File: src/rtl/led_pattern_gen.sv
// led_pattern_gen
//
// Multi-channel LED driver. Each of N_CH channels runs its own pattern:
// OFF, STEADY, continuous BLINK or a counted BURST of blink periods. Period,
// duty and burst count are programmed per channel through one write port.
// All channels count time in ticks from a single shared prescaler. A global
// enable masks the LED outputs without disturbing any counter.
//
// Writes land in a per-channel shadow register. The shadow is copied into the
// active configuration either immediately, when the channel is OFF, or at the
// channel's next period boundary. A running pattern therefore never shows a
// torn period.
//
// Ports
//   i_clock       single clock, rising edge
//   i_reset_n     synchronous active-low reset
//   i_enable      global LED gate (combinational on o_led only)
//   i_cfg_valid   write strobe, one write per asserted cycle
//   i_cfg_ch      target channel; indices >= N_CH are ignored
//   i_cfg_mode    00 OFF, 01 STEADY, 10 BLINK, 11 BURST
//   i_cfg_period  period in ticks (0 behaves as 1)
//   i_cfg_duty    high ticks per period
//   i_cfg_count   number of periods in BURST mode
//   o_led         LED drives
//   o_busy        channel active or holding a pending write
//   o_done        one-clock pulse when a burst finishes
module led_pattern_gen #(
  parameter int N_CH     = 4,
  parameter int TICK_DIV = 125,
  parameter int PER_W    = 16,
  parameter int CNT_W    = 8,
  parameter int CH_W     = (N_CH > 1) ? $clog2(N_CH) : 1
) (
  input  logic             i_clock,
  input  logic             i_reset_n,
  input  logic             i_enable,
  input  logic             i_cfg_valid,
  input  logic [CH_W-1:0]  i_cfg_ch,
  input  logic [1:0]       i_cfg_mode,
  input  logic [PER_W-1:0] i_cfg_period,
  input  logic [PER_W-1:0] i_cfg_duty,
  input  logic [CNT_W-1:0] i_cfg_count,
  output logic [N_CH-1:0]  o_led,
  output logic [N_CH-1:0]  o_busy,
  output logic [N_CH-1:0]  o_done
);

  typedef enum logic [1:0] {
    MODE_OFF    = 2'b00,
    MODE_STEADY = 2'b01,
    MODE_BLINK  = 2'b10,
    MODE_BURST  = 2'b11
  } mode_t;

  localparam int PS_W = (TICK_DIV > 1) ? $clog2(TICK_DIV) : 1;

  // Shared prescaler. With TICK_DIV == 1 the count stays at 0 and every
  // clock is a tick.
  logic [PS_W-1:0] presc;
  logic            tick;

  assign tick = (presc == PS_W'(TICK_DIV - 1));

  always_ff @(posedge i_clock) begin
    if (!i_reset_n) begin
      presc <= '0;
    end else if (tick) begin
      presc <= '0;
    end else begin
      presc <= presc + 1'b1;
    end
  end

  // Periods are held as P-1, so the boundary compare needs no subtraction.
  // A programmed period of 0 maps to P-1 = 0, the same as a period of 1.
  logic [PER_W-1:0] cfg_pm1;

  assign cfg_pm1 = (i_cfg_period == '0) ? '0 : (i_cfg_period - 1'b1);

  for (genvar gi = 0; gi < N_CH; gi++) begin : g_ch
    mode_t            sh_mode;
    logic [PER_W-1:0] sh_pm1;
    logic [PER_W-1:0] sh_duty;
    logic [CNT_W-1:0] sh_count;
    logic             pending;

    mode_t            act_mode;
    logic [PER_W-1:0] act_pm1;
    logic [PER_W-1:0] act_duty;
    logic [PER_W-1:0] ph;
    logic [CNT_W-1:0] rem;
    logic             done;

    logic             hit;
    logic             boundary;
    logic             load_wr;
    logic             load_sh;
    logic             raw;

    mode_t            new_mode;
    logic [PER_W-1:0] new_pm1;
    logic [PER_W-1:0] new_duty;
    logic [CNT_W-1:0] new_count;

    assign hit      = i_cfg_valid && (i_cfg_ch == CH_W'(gi));
    assign boundary = tick && (act_mode != MODE_OFF) && (ph == act_pm1);

    // A write to an idle channel, or one that lands on the boundary cycle,
    // goes straight to the active set. Otherwise the shadow transfers at the
    // boundary, if it holds anything.
    assign load_wr  = hit && ((act_mode == MODE_OFF) || boundary);
    assign load_sh  = !load_wr && pending && boundary;

    always_comb begin
      if (load_wr) begin
        new_mode  = mode_t'(i_cfg_mode);
        new_pm1   = cfg_pm1;
        new_duty  = i_cfg_duty;
        new_count = i_cfg_count;
      end else begin
        new_mode  = sh_mode;
        new_pm1   = sh_pm1;
        new_duty  = sh_duty;
        new_count = sh_count;
      end
    end

    always_ff @(posedge i_clock) begin
      if (!i_reset_n) begin
        sh_mode  <= MODE_OFF;
        sh_pm1   <= '0;
        sh_duty  <= '0;
        sh_count <= '0;
        pending  <= 1'b0;
        act_mode <= MODE_OFF;
        act_pm1  <= '0;
        act_duty <= '0;
        ph       <= '0;
        rem      <= '0;
        done     <= 1'b0;
      end else begin
        done <= 1'b0;

        if (hit && !load_wr) begin
          sh_mode  <= mode_t'(i_cfg_mode);
          sh_pm1   <= cfg_pm1;
          sh_duty  <= i_cfg_duty;
          sh_count <= i_cfg_count;
          pending  <= 1'b1;
        end

        if (load_wr || load_sh) begin
          pending  <= 1'b0;
          act_pm1  <= new_pm1;
          act_duty <= new_duty;
          ph       <= '0;
          rem      <= new_count;
          // An empty burst completes on the spot without lighting the LED.
          if ((new_mode == MODE_BURST) && (new_count == '0)) begin
            act_mode <= MODE_OFF;
            done     <= 1'b1;
          end else begin
            act_mode <= new_mode;
          end
        end else if (act_mode == MODE_OFF) begin
          ph <= '0;
        end else if (tick) begin
          if (boundary) begin
            ph <= '0;
            if (act_mode == MODE_BURST) begin
              if (rem == CNT_W'(1)) begin
                act_mode <= MODE_OFF;
                done     <= 1'b1;
              end else begin
                rem <= rem - 1'b1;
              end
            end
          end else begin
            ph <= ph + 1'b1;
          end
        end
      end
    end

    always_comb begin
      case (act_mode)
        MODE_STEADY: raw = 1'b1;
        MODE_BLINK:  raw = (ph < act_duty);
        MODE_BURST:  raw = (ph < act_duty);
        default:     raw = 1'b0;
      endcase
    end

    assign o_led[gi]  = raw & i_enable;
    assign o_busy[gi] = pending | (act_mode != MODE_OFF);
    assign o_done[gi] = done;
  end

endmodule

File: config.mk
export PLATFORM = sky130hd
export DESIGN_NAME = led_pattern_gen
export DESIGN_NICKNAME = d
export VERILOG_FILES = /design/src/rtl/led_pattern_gen.sv
export SDC_FILE = /design/constraint.sdc
export NUM_CORES = 1
export LEC_CHECK = 0
export ABC_AREA = 1
export CORE_ASPECT_RATIO = 0.7
export CORE_MARGIN = 2
export CORE_UTILIZATION = 30
export CTS_BUF_LIST = sky130_fd_sc_hd__clkbuf_2 sky130_fd_sc_hd__clkbuf_4 sky130_fd_sc_hd__clkbuf_8
export DETAILED_ROUTE_END_ITERATION = 12
export PLACE_DENSITY = 0.52
export SYNTH_ARGS = -nofsm -noshare
export SYNTH_HDL_FRONTEND = slang
export SYNTH_SLANG_ARGS = --single-unit
File: constraint.sdc
create_clock -name i_clock -period 3.7 [get_ports i_clock]
set_clock_uncertainty 0.1 [all_clocks]
set_input_delay 0.555 -clock i_clock [delete_from_list [all_inputs] [get_ports i_clock]]
set_output_delay 0.555 -clock i_clock [all_outputs]
set_load 0.02 [all_outputs]
==> results.toml, run 1 <==
[synthesis]
synthMuxAreaShare_pct = 0
synth_top_area_cell = "dfxtp_1"
synth_top_family_by_area = "compound AO/OA/AOI/OAI gates"
yosysWarnings = 0
synth_top_area_share_pct = 40.1
synth-simple-area-share_pct = 21.1
ys_top_cells_by_area = "dfxtp_1 (40%), nand2_1 (9.3%), a21oi_1 (7.8%)"
seq_area_frac_synth_pct = 40.1
post_synth_num_cell_types = 53
synth-xor-area-share_pct = 2.66
yosys.area_share.adder_pct = 4.53
netlist_area_um2 = 20700
syn_nets = 2989
synthCells = 2866
synth_seq_cells = 415
synth-compound-area-share_pct = 22.5
post_synth.cell_area_avg_um2 = 7.22

[critical_path]
cp-start-kind = "flop"
crit_fanout = 7
ff2ff_setup_slack_ps = 290
required_ps = 3040
cp.arrival_ps = 2900
r2r-end = "g_ch[2].rem[2]$_SDFFE_PN0P_"
critPathCaptureType = "output pin"
rr_worst_depth = 13
path_class = "reg -> out"
rr_startpoint = "presc[0]$_SDFF_PP0_"

[routing]
antenna_left = 0
drtPass1Iterations = 7
via_per_inst = 5.05
via_count = 19500
drc = 0
avgRoutedWirePerCell_um = 19.5
wirelength_mm = 75.3
drt_iter0_markers = 1999

[cells_and_area]
drive_gt1_share_pct = 8.80
utilization_pct = 34.9
layout_common_cells = "nand2_1 (512), dfxtp_1 (415), a21oi_1 (322)"
register_area_um2 = 8310
final_common_cell = "nand2_1"
nets = 3044
syn2layout_area_growth_pct = 14.9
fill_cells = 7280
diodes = 0
multi_input_area_um2 = 10500

[sta]
worst_pin_slew_ps = 1160
final_max_slew_viol_count = 0
rsz0062_at_grt = "false"
setup_violations = 0
tns_ps = 0
fin_crit_ps = 3560
relSlewSlack_pct = 22.9
hold_viol_final = 0
setup_ws_ps = 143
fmaxAchievable_mhz = 281
fin_crit_sh_pct = 96.1

[power]
peakVddDrop_uv = 197
p_per_area_nw_per_um2 = 417
leakage_nw = 9.26

[clock_tree]
cts_resized = 3
h-tree-depth = 3
clockBufferDepth = 3
cts_root_buf = "clkbuf_8"
cts_tree = "built"
clkSinkCount = 415
path_clk_slew_ps = 70
cts_hold_buf = 0
clock_latency_ps = 660
post_cts_buffers = 0
cts_buffers = 68

[worst_hold_path]
hold_depth = 3
hold_path_class = "in -> reg"
hold_start = "i_reset_n"
hold_end = "g_ch[2].sh_duty[10]$_SDFFE_PN0P_"

[global_route]
top_usage_layer = "met1"
grt.met3_usage_pct = 5.74
grt_usage_pct = 20.9
grt_pass1_wl_mm = 114
antenna_found_initial = 3
use_met1_pct = 33.0
grt_use_met2_pct = 26.9
grt_pass1_vias = 17700
grt_overflow = 0
grt_max_degree = 65

[floorplanning]
start_util_pct = 30.4
rows = 80
dieWidth_um = 318
die_y_um = 224
dieArea_um2 = 71200
core_um2 = 68200
io_pins = 60

[placement]
port_buffers = 59
hpwl_mm = 55.3
place_congestion = 0.975
pre_cts_slack_ps = 82.7

[run]
drv.max_cap_violation_count = 0

[outcome]
status = "complete, no violations"
[per-stage QoR]
stage               total power, mW  hold WS [ps]  cell area (µm²)  cells
finish                         9.92           231            23800   3868
global route                   10.3           233            23800   3868
CTS                            9.99           194            23800   3868
detailed placement             5.62           345            22400   3753
global placement               5.62           341            22400   3753
floorplan                      5.24           323            20700   2866
[logic make-up after synthesis]
| family | after synthesis |
|---|---|
| xor gates and xnor gates | 63 |
| buffers and inverters | 471 |
| AOI/OAI and AO/OA | 832 |
| adders and majority gates | 75 |
| and+or+nand+nor | 1010 |
| DFF | 415 |
[worst max-delay path, stage by stage, from the launching register on]
cell           delay (ps)
dfxtp_1               480
ha_1                  280
a21boi_0              120
o211ai_1              170
nand2_1                70
nand3_1                70
a21oi_1               100
o211ai_1              200
nand2_1               220
a21oi_1               170
dlygate4sd2_1         360
[flip-flops by register name (all words and copies together) (netlist names)]
name / cells
g_ch.rem: 32
g_ch.act_mode: 8
g_ch.pending: 4
g_ch.sh_count: 32
g_ch.sh_pm1: 64
g_ch.ph: 64
g_ch.act_duty: 64
g_ch.act_pm1: 64
g_ch.sh_mode: 8
g_ch.sh_duty: 64
presc: 7
g_ch.done: 4
[synthesized netlist by cell type (all sizes together)]
library cell / number
buf: 44
a21boi: 3
o21ai: 286
inv: 326
o211ai: 8
a211oi: 52
or3: 2
a21oi: 322
nor3: 54
a221oi: 2
or2: 3
clkbuf: 95
o22ai: 70
xor2: 45
nand3b: 2
ha: 75
o21a: 3
nand4: 31
o21bai: 2
nor3b: 11
nor2: 254
a31oi: 72
nand2: 528
clkinv: 6
xnor2: 18
o211a: 1
nor4: 11
nand3: 114
o31ai: 4
dfxtp: 415
a22oi: 1
a21o: 4
o221a: 2
[cell type report]
| cell class | instances | area share, % |
|---|---|---|
| Timing Repair Buffer | 124 | 4.76 |
| Multi-Input combinational cell | 1980 | 44.3 |
| Inverter | 332 | 5.28 |
| Clock inverter | 13 | 0.647 |
| Sequential cell | 415 | 34.9 |
| Clock buffer | 102 | 5.35 |
| Tap cell | 902 | 4.74 |
[how the worst max path moves through the flow]
stage | endpoint | startpoint
after floorplan | g_ch[2].act_pm1[6]$_SDFFE_PN0P_ | i_cfg_period[0]
after global placement | g_ch[3].act_pm1[3]$_SDFFE_PN0P_ | i_cfg_period[0]
after detailed placement | g_ch[2].act_pm1[4]$_SDFFE_PN0P_ | i_cfg_period[0]
after CTS | o_led[1] | g_ch[1].act_duty[3]$_SDFFE_PN0P_
after global routing | o_led[3] | g_ch[3].ph[1]$_SDFFE_PP0N_
final | o_led[3] | g_ch[3].ph[1]$_SDFFE_PP0N_
[metal layers]
metal	vias to the layer above	routed length (µm)
li1	9757	-
met1	8990	39200
met2	664	27400
met3	104	6960
met4	6	1570
met5	-	180
[power breakdown]
part	switching (mW)	internal, mW	total (mW)
Clock	1.98	2.40	4.38
Combinational	0.641	0.294	0.935
Sequential	0.0535	4.55	4.60
Total	2.67	7.25	9.92
(Power assumes the default switching activity.)
==> run 2: changes to the inputs <==
CORE_MARGIN = default   (was 2)
==> run 2 against run 1 <==
  * First-iteration DRC count grew 8.1%
  * Highest routed layer unchanged
  * Largest cell class unchanged
  * Hold slack better by 87 ps
  * Critical endpoint unchanged
  * Via count grew 1.2%
  * Power is 2.2% higher
  * Critical path depth increased by 1
  * Worst setup slack better by 97 ps
  * Global-route usage increased by 0.66 points
  * Clock power rose by 5.0%
  * Count of clock-buffer cells in the layout up 8
  * Die area fell by 1.5%
  * Largest power group unchanged
  * Fmax is 2.8% higher
==> results.toml, run 2 (synthesis gave the netlist of run 1 again) <==
[outcome]
status = "complete, no violations"

[clock_tree]
clockBufferDepth = 3
cts_root_buf = "clkbuf_8"
clock_latency_ps = 670
cts_tree = "built"
clkSinkCount = 415
cts_buffers = 69
path_clk_slew_ps = 60
post_cts_buffers = 0
cts_hold_buf = 0
h-tree-depth = 3

[cells_and_area]
final_common_cell = "nand2_1"
nets = 3047
layout_common_cells = "nand2_1 (511), dfxtp_1 (415), a21oi_1 (322)"
post-route-cell-area_um2 = 23900
utilization_pct = 35.1
syn2layout_area_growth_pct = 15.4
fill_cells = 7260
drive_gt1_share_pct = 9.17

[global_route]
grt_max_degree = 131
antenna_found_initial = 1
grt_usage_pct = 21.6
grt_overflow = 0
grt_pass1_vias = 17800
grt_pass1_wl_mm = 114

[routing]
antenna_left = 0
drt_iter0_markers = 2160
drc = 0
via_count = 19700
avgRoutedWirePerCell_um = 19.7
via_per_inst = 5.09
drtPass1Iterations = 6
wirelength_mm = 76.3

[power]
pwr-share-seq_pct = 45.4
pwr-share-clk_pct = 45.4
p_int_mw = 7.39
swShare_pct = 27.1
peakVddDrop_uv = 248
p_per_area_nw_per_um2 = 424
leakage_nw = 9.34
p_sw_mw = 2.75
p_comb_share_pct = 9.2

[critical_path]
critPathCaptureType = "output pin"
cp.arrival_ps = 2800
rr_startpoint = "presc[0]$_SDFF_PP0_"
r2r-end = "g_ch[2].act_duty[13]$_SDFFE_PN0P_"
cp-start-kind = "flop"
crit_fanout = 2
rr_worst_depth = 12
path_class = "reg -> out"
cp_cell_sequence = "inv_1 > ha_1 > a21boi_0 > o211ai_1 > nand2_1 > nand3_1 > a21oi_1 > o211ai_1 > nand2_2 > a21oi_1 > dlygate4sd2_1"
ff2ff_setup_slack_ps = 280
slowest_delay_ps = 360
required_ps = 3040
cp_slowest_cell = "dlygate4sd2_1"

[sta]
fin_crit_ps = 3460
fin_crit_sh_pct = 93.5
setup_violations = 0
holdWs_ps = 318
hold_viol_final = 0
fmaxAchievable_mhz = 289
relSlewSlack_pct = 41.0
final_max_slew_viol_count = 0
worst_pin_slew_ps = 885
tns_ps = 0
rsz0062_at_grt = "false"

[floorplanning]
dieArea_um2 = 70100
io_pins = 60
rows = 80
dieWidth_um = 316
core_um2 = 68200
start_util_pct = 30.4
die_y_um = 222

[placement]
place_congestion = 0.965
hpwl_mm = 55.2
port_buffers = 59
placed_area_um2 = 22400

[worst_hold_path]
hold_end = "g_ch[2].act_mode[0]$_SDFFE_PN0P_"
hold_depth = 3
hold_path_class = "in -> reg"
hold_start = "i_reset_n"

[run]
drv.max_cap_violation_count = 0
## run 2: changes by cell type in the layout (fill, tap and decap cells not counted), sizes merged
cell,previous run,this run
dlygate4sd2,2,1
dlymetal6s2s,1,2
clkinvlp,4,3
diode,0,1
clkbuf,103,111
clkinv,10,11
buf,66,68
## run 2: worst max path at each step
stage,to,slack (ps),start
global placement,g_ch[3].act_pm1[4]$_SDFFE_PN0P_,-50,i_cfg_period[0]
detailed placement,g_ch[3].act_pm1[4]$_SDFFE_PN0P_,-70,i_cfg_period[0]
CTS,o_led[2],6,g_ch[2].ph[1]$_SDFFE_PP0N_
global route,o_led[3],60,g_ch[3].act_duty[1]$_SDFFE_PN0P_
floorplan,g_ch[2].act_pm1[6]$_SDFFE_PN0P_,1360,i_cfg_period[0]
finish,o_led[3],240,g_ch[3].act_duty[1]$_SDFFE_PN0P_
## run 2: through the flow
stage | instances | power (mW) | worst slack, ps
2_1_floorplan | 2866 | 5.24 | 1360
3_3_place_gp | 3755 | 5.62 | -47.8
3_5_place_dp | 3755 | 5.62 | -71.8
4_1_cts | 3878 | 10.2 | 5.63
5_1_grt | 3878 | 10.5 | 59.5
6_report | 3879 | 10.1 | 241
## run 2: layer usage
layer | global-route usage (%) | up-vias | part of all wire (%)
met3 | 6.72 | 93 | 11
li1 | - | 9784 | -
met2 | 27.0 | 759 | 36
met5 | 0 | - | 0.016
met4 | 4.55 | 2 | 1.6
met1 | 34.6 | 9110 | 52
## run 2: critical path: cells and delay by family (launching register included)
family,cells,cell delay (ps)
DFF,1,310
adders and majority gates,1,300
buffers and inverters,2,430
and+or+nand+nor,3,320
AOI/OAI and AO/OA,5,810
## run 2: layout make-up
type | count | area [µm²] | share of cell area (%)
antenna | 1 | 2.50 | 0.0105
sequential | 415 | 8310 | 34.8
multi-input combinational | 1980 | 10500 | 44.1
timing repair buffer | 126 | 1140 | 4.77
clock buffer | 110 | 1360 | 5.71
tap | 902 | 1130 | 4.72
inverter | 332 | 1250 | 5.25
clock inverter | 13 | 151 | 0.634
## run 2: power groups by stage
stage	Combinational (mW)	Sequential, mW	Clock [mW]
floorplan	0.563	4.68	0
global route	1.03	4.61	4.88
finish	0.936	4.60	4.60
CTS	0.921	4.60	4.66
detailed placement	0.917	4.70	0
global placement	0.920	4.70	0
## run 2: what timing repair did
action / in CTS / in global routing
resized for setup: 2 / 6
endpoints found under the setup margin: 2 / 7
gates cloned: 0 / 0
